`src/rtl/branch_cond_unit_if.sv`:
```
// Decode-stage branch bundle between the control unit/ID stage and branch_cond_unit.
// master drives the ID/EX decode inputs; slave is the branch unit itself.
interface branch_cond_unit_if;
    logic [31:0] ID_Instr;
    logic [7:0]  ID_PC;
    logic        ID_B_instr;
    logic        ID_29_a;
    logic        EX_modifyCC;
    logic [3:0]  EX_flags;
    logic [3:0]  icc;
    logic        branch_taken;
    logic [7:0]  target_addr;
    logic        squash_ID;
    logic        cc_stall;

    modport master (
        output ID_Instr, ID_PC, ID_B_instr, ID_29_a, EX_modifyCC, EX_flags,
        input  icc, branch_taken, target_addr, squash_ID, cc_stall
    );

    modport slave (
        input  ID_Instr, ID_PC, ID_B_instr, ID_29_a, EX_modifyCC, EX_flags,
        output icc, branch_taken, target_addr, squash_ID, cc_stall
    );
endinterface

```
`src/rtl/branch_cond_unit.sv`:
```
// Bicc resolution in ID: icc register, condition evaluation, target, delay-slot annul FSM.
// Define CC_BYPASS_EN to forward EX_flags into evaluation instead of stalling.
module branch_cond_unit (
    input logic               Clk,
    input logic               R,
    branch_cond_unit_if.slave bcu
);
    typedef enum logic {StRun, StAnnul} state_e;

    state_e      state_q, state_d;
    logic [3:0]  icc_q;
    logic [3:0]  f;
    logic [3:0]  cond;
    logic [21:0] disp22;
    logic        flag_n, flag_z, flag_v, flag_c;
    logic        cond_base;
    logic        cond_true;
    logic        squash;
    logic        stall;
    logic        valid_br;
    logic        annul;
    logic        unused_bits;

    assign cond   = bcu.ID_Instr[28:25];
    assign disp22 = bcu.ID_Instr[21:0];
    assign squash = (state_q == StAnnul);

    // Only the low 8 bits of the scaled displacement can reach an 8-bit PC.
    assign unused_bits = ^{bcu.ID_Instr[31:29], bcu.ID_Instr[24:22], disp22[21:6]};

    assign bcu.target_addr = bcu.ID_PC + {disp22[5:0], 2'b00};

`ifdef CC_BYPASS_EN
    assign f     = bcu.EX_modifyCC ? bcu.EX_flags : icc_q;
    assign stall = 1'b0;
`else
    assign f     = icc_q;
    assign stall = bcu.ID_B_instr & bcu.EX_modifyCC & ~squash;
`endif

    assign {flag_n, flag_z, flag_v, flag_c} = f;

    // cond[3] inverts the base test; base 000 is "never", so 1000 becomes "always".
    always_comb begin
        cond_base = 1'b0;
        unique case (cond[2:0])
            3'b000: cond_base = 1'b0;
            3'b001: cond_base = flag_z;
            3'b010: cond_base = flag_z | (flag_n ^ flag_v);
            3'b011: cond_base = flag_n ^ flag_v;
            3'b100: cond_base = flag_c | flag_z;
            3'b101: cond_base = flag_c;
            3'b110: cond_base = flag_n;
            3'b111: cond_base = flag_v;
            default: cond_base = 1'b0;
        endcase
    end

    assign cond_true = cond_base ^ cond[3];
    assign valid_br  = bcu.ID_B_instr & ~squash & ~stall;
    assign annul     = valid_br & bcu.ID_29_a & (~cond_true | (cond == 4'b1000));

    assign bcu.branch_taken = valid_br & cond_true;
    assign bcu.squash_ID    = squash;
    assign bcu.cc_stall     = stall;
    assign bcu.icc          = icc_q;

    always_comb begin
        state_d = state_q;
        unique case (state_q)
            StRun:   state_d = annul ? StAnnul : StRun;
            StAnnul: state_d = StRun;
            default: state_d = StRun;
        endcase
    end

    always_ff @(posedge Clk or posedge R) begin
        if (R) begin
            state_q <= StRun;
            icc_q   <= 4'b0000;
        end else begin
            state_q <= state_d;
            if (bcu.EX_modifyCC) begin
                icc_q <= bcu.EX_flags;
            end
        end
    end
endmodule

```
`src/flat_wrapper.sv`:
```
// flat-port wrapper written by rule: the top's interface ports become plain ports
module branch_cond_unit_flat 
  (Clk, R, bcu_ID_Instr, bcu_ID_PC, bcu_ID_B_instr, bcu_ID_29_a, bcu_EX_modifyCC, bcu_EX_flags, bcu_icc, bcu_branch_taken, bcu_target_addr, bcu_squash_ID, bcu_cc_stall);
  branch_cond_unit_if bcu_i ();
  input logic Clk;
  input logic R;
  input wire logic [$bits(bcu_i.ID_Instr)-1:0] bcu_ID_Instr;
  input wire logic [$bits(bcu_i.ID_PC)-1:0] bcu_ID_PC;
  input wire logic [$bits(bcu_i.ID_B_instr)-1:0] bcu_ID_B_instr;
  input wire logic [$bits(bcu_i.ID_29_a)-1:0] bcu_ID_29_a;
  input wire logic [$bits(bcu_i.EX_modifyCC)-1:0] bcu_EX_modifyCC;
  input wire logic [$bits(bcu_i.EX_flags)-1:0] bcu_EX_flags;
  output wire logic [$bits(bcu_i.icc)-1:0] bcu_icc;
  output wire logic [$bits(bcu_i.branch_taken)-1:0] bcu_branch_taken;
  output wire logic [$bits(bcu_i.target_addr)-1:0] bcu_target_addr;
  output wire logic [$bits(bcu_i.squash_ID)-1:0] bcu_squash_ID;
  output wire logic [$bits(bcu_i.cc_stall)-1:0] bcu_cc_stall;
  assign bcu_i.ID_Instr = bcu_ID_Instr;
  assign bcu_i.ID_PC = bcu_ID_PC;
  assign bcu_i.ID_B_instr = bcu_ID_B_instr;
  assign bcu_i.ID_29_a = bcu_ID_29_a;
  assign bcu_i.EX_modifyCC = bcu_EX_modifyCC;
  assign bcu_i.EX_flags = bcu_EX_flags;
  assign bcu_icc = bcu_i.icc;
  assign bcu_branch_taken = bcu_i.branch_taken;
  assign bcu_target_addr = bcu_i.target_addr;
  assign bcu_squash_ID = bcu_i.squash_ID;
  assign bcu_cc_stall = bcu_i.cc_stall;
  branch_cond_unit u_core (.Clk(Clk), .R(R), .bcu(bcu_i));
endmodule
```
`config.mk`:
```
export PLATFORM = sky130hd
export DESIGN_NAME = branch_cond_unit_flat
export DESIGN_NICKNAME = d
export VERILOG_FILES = /design/src/rtl/branch_cond_unit_if.sv /design/src/rtl/branch_cond_unit.sv /design/src/flat_wrapper.sv
export SDC_FILE = /design/constraint.sdc
export NUM_CORES = 1
export LEC_CHECK = 0
export ABC_AREA = 1
export BUFFER_PORTS_ARGS = -buffer_cell sky130_fd_sc_hd__clkbuf_2
export CORE_MARGIN = 2
export CORE_UTILIZATION = 36
export CTS_BUF_LIST = sky130_fd_sc_hd__clkbuf_2
export DETAILED_ROUTE_END_ITERATION = 10
export PLACE_DENSITY = 0.86
export SYNTH_ARGS = -nofsm -noshare
export SYNTH_HDL_FRONTEND = slang
export SYNTH_SLANG_ARGS = --single-unit
```
`constraint.sdc`:
```
create_clock -name Clk -period 3.1 [get_ports Clk]
set_input_delay 0.62 -clock Clk [delete_from_list [all_inputs] [get_ports Clk]]
set_output_delay 0.62 -clock Clk [all_outputs]
set_load 0.05 [all_outputs]
```
==> Word level (Yosys, flattened, before mapping) <==
Cells that the tools add are included.
{ "totals": {"ff_bits": 5, "latch_bits": 0, "ram_bits": 0, "romBits": 0, "inputBits": 49, "output_inout_bits": 15, "elab_cells": 30, "n_memories": 0} }
{ "op_classes": {"addsub": 1, "n_mul": 0, "div_mod_pow": 0, "order_cmp": 0, "n_eq_ne": 8, "n_shift": 0, "n_mux": 3, "bitwise": 15, "reduce_logical": 1} }
{ "ops": {"columns": ["cell", "n"], "rows": [
  ["$eq A3 B3 Y1 const B", 4],
  ["$add A8 B8 Y8", 1],
  ["$pmux W1 S8", 1],
  ["$and A1 B1 Y1", 7],
  ["$eq A3 B2 Y1 const B", 2],
  ["$eq A4 B4 Y1 const B", 1],
  ["$eq A3 B1 Y1 const B", 1],
  ["$logic_not A3 Y1", 1],
  ["$not A1 Y1", 3],
  ["$or A1 B1 Y1", 3],
  ["$pmux W1 S2", 1],
  ["$xor A1 B1 Y1", 2],
  ["$mux W1", 1]
]} }

==> Longest topological paths before layout <==
{ "depth": {"word_depth": 9, "mapped_depth": 11, "ltp_nobuf": 11} }

==> Worst setup path after synthesis <==
OpenSTA, ideal clock, no wires.
{ "synth_timing": {"path_kind": "input -> output", "from": "input bcu_ID_PC[2]", "to": "output bcu_target_addr[6]", "arrival_time_ns": 2.134, "t_required_ns": 2.480, "slack_ns": 0.346, "path_stages": 5, "n_path_buf": 0, "cell_sequence": "ha_1 -> inv_1 -> fa_1 -> o21ai_1 -> xor2_1"} }
{ "synth_via": {"elab_chain_len": 1} }
{ "synth_lines": {"columns": ["item", "line", "text"], "rows": [
  ["start, declared", "flat_wrapper.sv:8", "input wire logic [$bits(bcu_i.ID_PC)-1:0] bcu_ID_PC;"],
  ["$add A8 B8 Y8", "branch_cond_unit.sv:31", "assign bcu.target_addr = bcu.ID_PC + {disp22[5:0], 2'b00};"],
  ["end, declared", "flat_wrapper.sv:15", "output wire logic [$bits(bcu_i.target_addr)-1:0] bcu_target_addr;"]
]} }
No other way between the ends.

==> Final worst setup path <==
{ "layout_timing": {"from": "input bcu_ID_PC[4]", "to": "output bcu_target_addr[7]"} }
Same word-level chain as after synthesis.

==> summary.md <==
| Metric | Value |
|---|---|
| Status | finished, final reports clean |
| Hold Buf Count CTS | 0 |
| First-pass GRT wire length | 1.890 mm |
| Top routing layer in use | met3 |
| Clock Sinks | 5 |
| Vias in the first global route | 481 |
| Crit Path Category | in2out |
| Ports | 64 |
| Layout cell share with drive strength beyond 1 | between 30% and 40% |
| Clock latency on the worst-skew pair | between 0.2 and 0.25 ns |
| Count of cells resized by post-cts repair | 0 |
| Mapped Avg Cell Area | approximately 7 sq um |
| Post-CTS Setup Inserts | 0 |
| Fin. Hold Viols | 0 |
| Port bufs | 37 |
| CORE AREA | between 1000 and 1500 sq um |
| Worst Skew | between 0.0004 and 0.0005 ns |
| Slew Limit Fails | 0 |
| Worst setup SP type | input pin |
| Vias/cell | ~4.3 |
| DR WL/cell | around 8.5 microns |
| DRC viols | 0 |
| Largest net degree at the start of global routing | 9 |
| H-Tree Depth | 1 |
| Die width | 43.02 microns |
| CTS Buf Count | 3 |
| Register area share after synthesis | a little under a quarter |
| Drt pass-1 iters | 3 |
| RSZ-0062 raised after global routing | no |
| Crit-path max FO | 4 |
| Clock transition at the registers of the reported paths | 0.06 ns |
| Power per cell area | slightly above 400 nW/um^2 |
| Total grt overflow | 0 |
| Yosys warning total | 0 |
| Crit-path cells | clkbuf_2, ha_1, a21oi_2, nand2_2, a21o_1, a21oi_2, nand2_1, nand2_1, clkbuf_2 |
| Ant diodes | 0 |
| Slew headroom | between 80% and 90% |
| Mapped Area | between 500 and 600 sq um |
| Syn nets | about 140 |
| Routability cong. | 0.7597 |
| Fin nets | 175 |
| Hold WC Path Type | in2async |
| Full die area | ~1900 sq um |
| Max VDD drop | ~0.22 mV |
| Crit share post-route | roughly 83% |
| DPL Wire Length | about 1.0 mm |
| Clock root cell | clkbuf_2 |
| Total GRT Usage | between 10% and 20% |
| Post-route minimum period | about 2.6 ns |
| Total number of vias | 574 |
| Setup TNS | 0 ns |
| Fmax | 387.3 MHz |
| Final antenna-violating net count | 0 |
| Metal-1 WL | ~520 microns |
| CTS tree | yes |
| Final setup viols | 0 |
| Num rows | 14 |
| Number of DRC markers in iteration 0 | 3 |
| Synth unique cells | 21 |
| Final Cell Area | 758.2 sq um |
| Total Routed Length | 1.146 mm |
| Core Util, Final | around half |
| CP endpoint kind | primary output |
| Critical path's largest stage delay | between 0.3 and 0.4 ns |
| Initial antenna violation count | 0 |
| Die Ht | 43.02 microns |
| Cells after synthesis | 80 |
| Worst path required time | around 2.5 ns |
| CP arrival | between 1.5 and 2 ns |
| Initial core utilization | between 30% and 40% |
| LEAKAGE | about 0.49 nW |
| Clk buf depth | 2 |
| Met2 wire length | between 500 and 600 microns |
| DP Area | roughly 740 sq um |
| Met3 WL | between 60 and 70 microns |
| Area grow syn2layout | 38.36% |
| Synthesized flop and latch total | 5 |
| Slowest-stage cell, CP | ha_1 |
| Worst Tran Pin Value | 0.2793 ns |
| Max-cap violations | 0 |
per-stage QoR:
stage	hold slack [ns]	total power, mW	setup WS (ns)	instances
after floorplan	0.3985	0.2142	0.3462	80
after global placement	0.5018	0.2504	0.5254	131
after detailed placement	0.5049	0.2535	0.5014	131
after CTS	0.2570	0.3179	0.5026	135
after global routing	0.2635	0.3389	0.4269	135
final	0.2579	0.3135	0.5183	135
state kept, by name, indices dropped and copies added (netlist names):
register,count
u_core.bcu.icc,4
u_core.bcu.squash_ID,1
Yosys cell counts, drive strengths merged:
cell | n | area, sq um
a21o | 1 | 7.510
a21oi | 3 | 22.52
buf | 2 | 15.01
dfrtp | 5 | 125.1
fa | 1 | 20.02
ha | 5 | 62.56
inv | 16 | 60.05
mux2 | 1 | 11.26
nand2 | 24 | 92.59
nand3 | 6 | 30.03
nand3b | 1 | 7.510
nor2 | 5 | 18.77
o211ai | 1 | 7.510
o21ai | 5 | 25.02
xnor2 | 2 | 25.03
xor2 | 2 | 17.52
final timing paths:
path / depth (start not counted) / end / slack [ns] / startpoint
min reg2reg: 1 / u_core.bcu.icc[0]$_DFFE_PP0P_ / 0.56 / u_core.bcu.icc[0]$_DFFE_PP0P_
max: 9 / bcu_target_addr[7] / 0.52 / bcu_ID_PC[4]
min in group Clk: 1 / u_core.bcu.icc[0]$_DFFE_PP0P_ / 0.56 / u_core.bcu.icc[0]$_DFFE_PP0P_
max in group asynchronous: 2 / u_core.bcu.squash_ID$_DFF_PP0_ / 2.68 / R
min: 2 / u_core.bcu.icc[3]$_DFFE_PP0P_ / 0.26 / R
max reg2reg: 10 / u_core.bcu.squash_ID$_DFF_PP0_ / 1.93 / u_core.bcu.icc[1]$_DFFE_PP0P_
metal layers:
metal,GRT usage [%],vias to the layer above
li1,-,324
met4,3.636,0
met2,20.30,11
met5,0,-
met3,5.106,0
met1,18.32,239
layout make-up:
cell class	instances	area, sq um
Clock buffer	4	20.02
Fill cell	158	713.2
Inverter	16	60.06
Multi-Input combinational cell	57	347.8
Sequential cell	5	125.1
Tap cell	16	20.02
Timing Repair Buffer	37	185.2
layout by cell type (no fill, tap or decap), types with 3 or more instances in the layout:
master    Yosys  final
inv_1        15     15
dfrtp_1       5      5
clkbuf_2      0     41
ha_1          5      5
o21ai_0       3      3
nand2_1      23     23
nor2_1        5      5
nand3_1       6      6
power by group:
part,internal [mW],switching (mW),leakage [nW]
logic,0.0510,0.124,0.416
registers,0.0709,0.00488,0.0617
clock network,0.0342,0.0286,0.0166
critical path, delay by kind of cell:
kind,cells,cell delay [ns]
adders and majority gates,1,0.34
buffers and inverters,2,0.35
and+or+nand+nor,3,0.19
AOI/OAI and AO/OA,3,0.46
logic make-up (layout without fill, tap and decap cells):
group	after synthesis	after routing	synth area share [%]
flops	5	5	22.83
compound gates	10	10	11.42
buf+inv	18	57	13.70
xor+xnor	4	4	7.764
mux	1	1	2.055
simple gates	36	36	27.17
fa+ha+maj	6	6	15.07
Note: power is estimated with default switching activity, not from simulation.
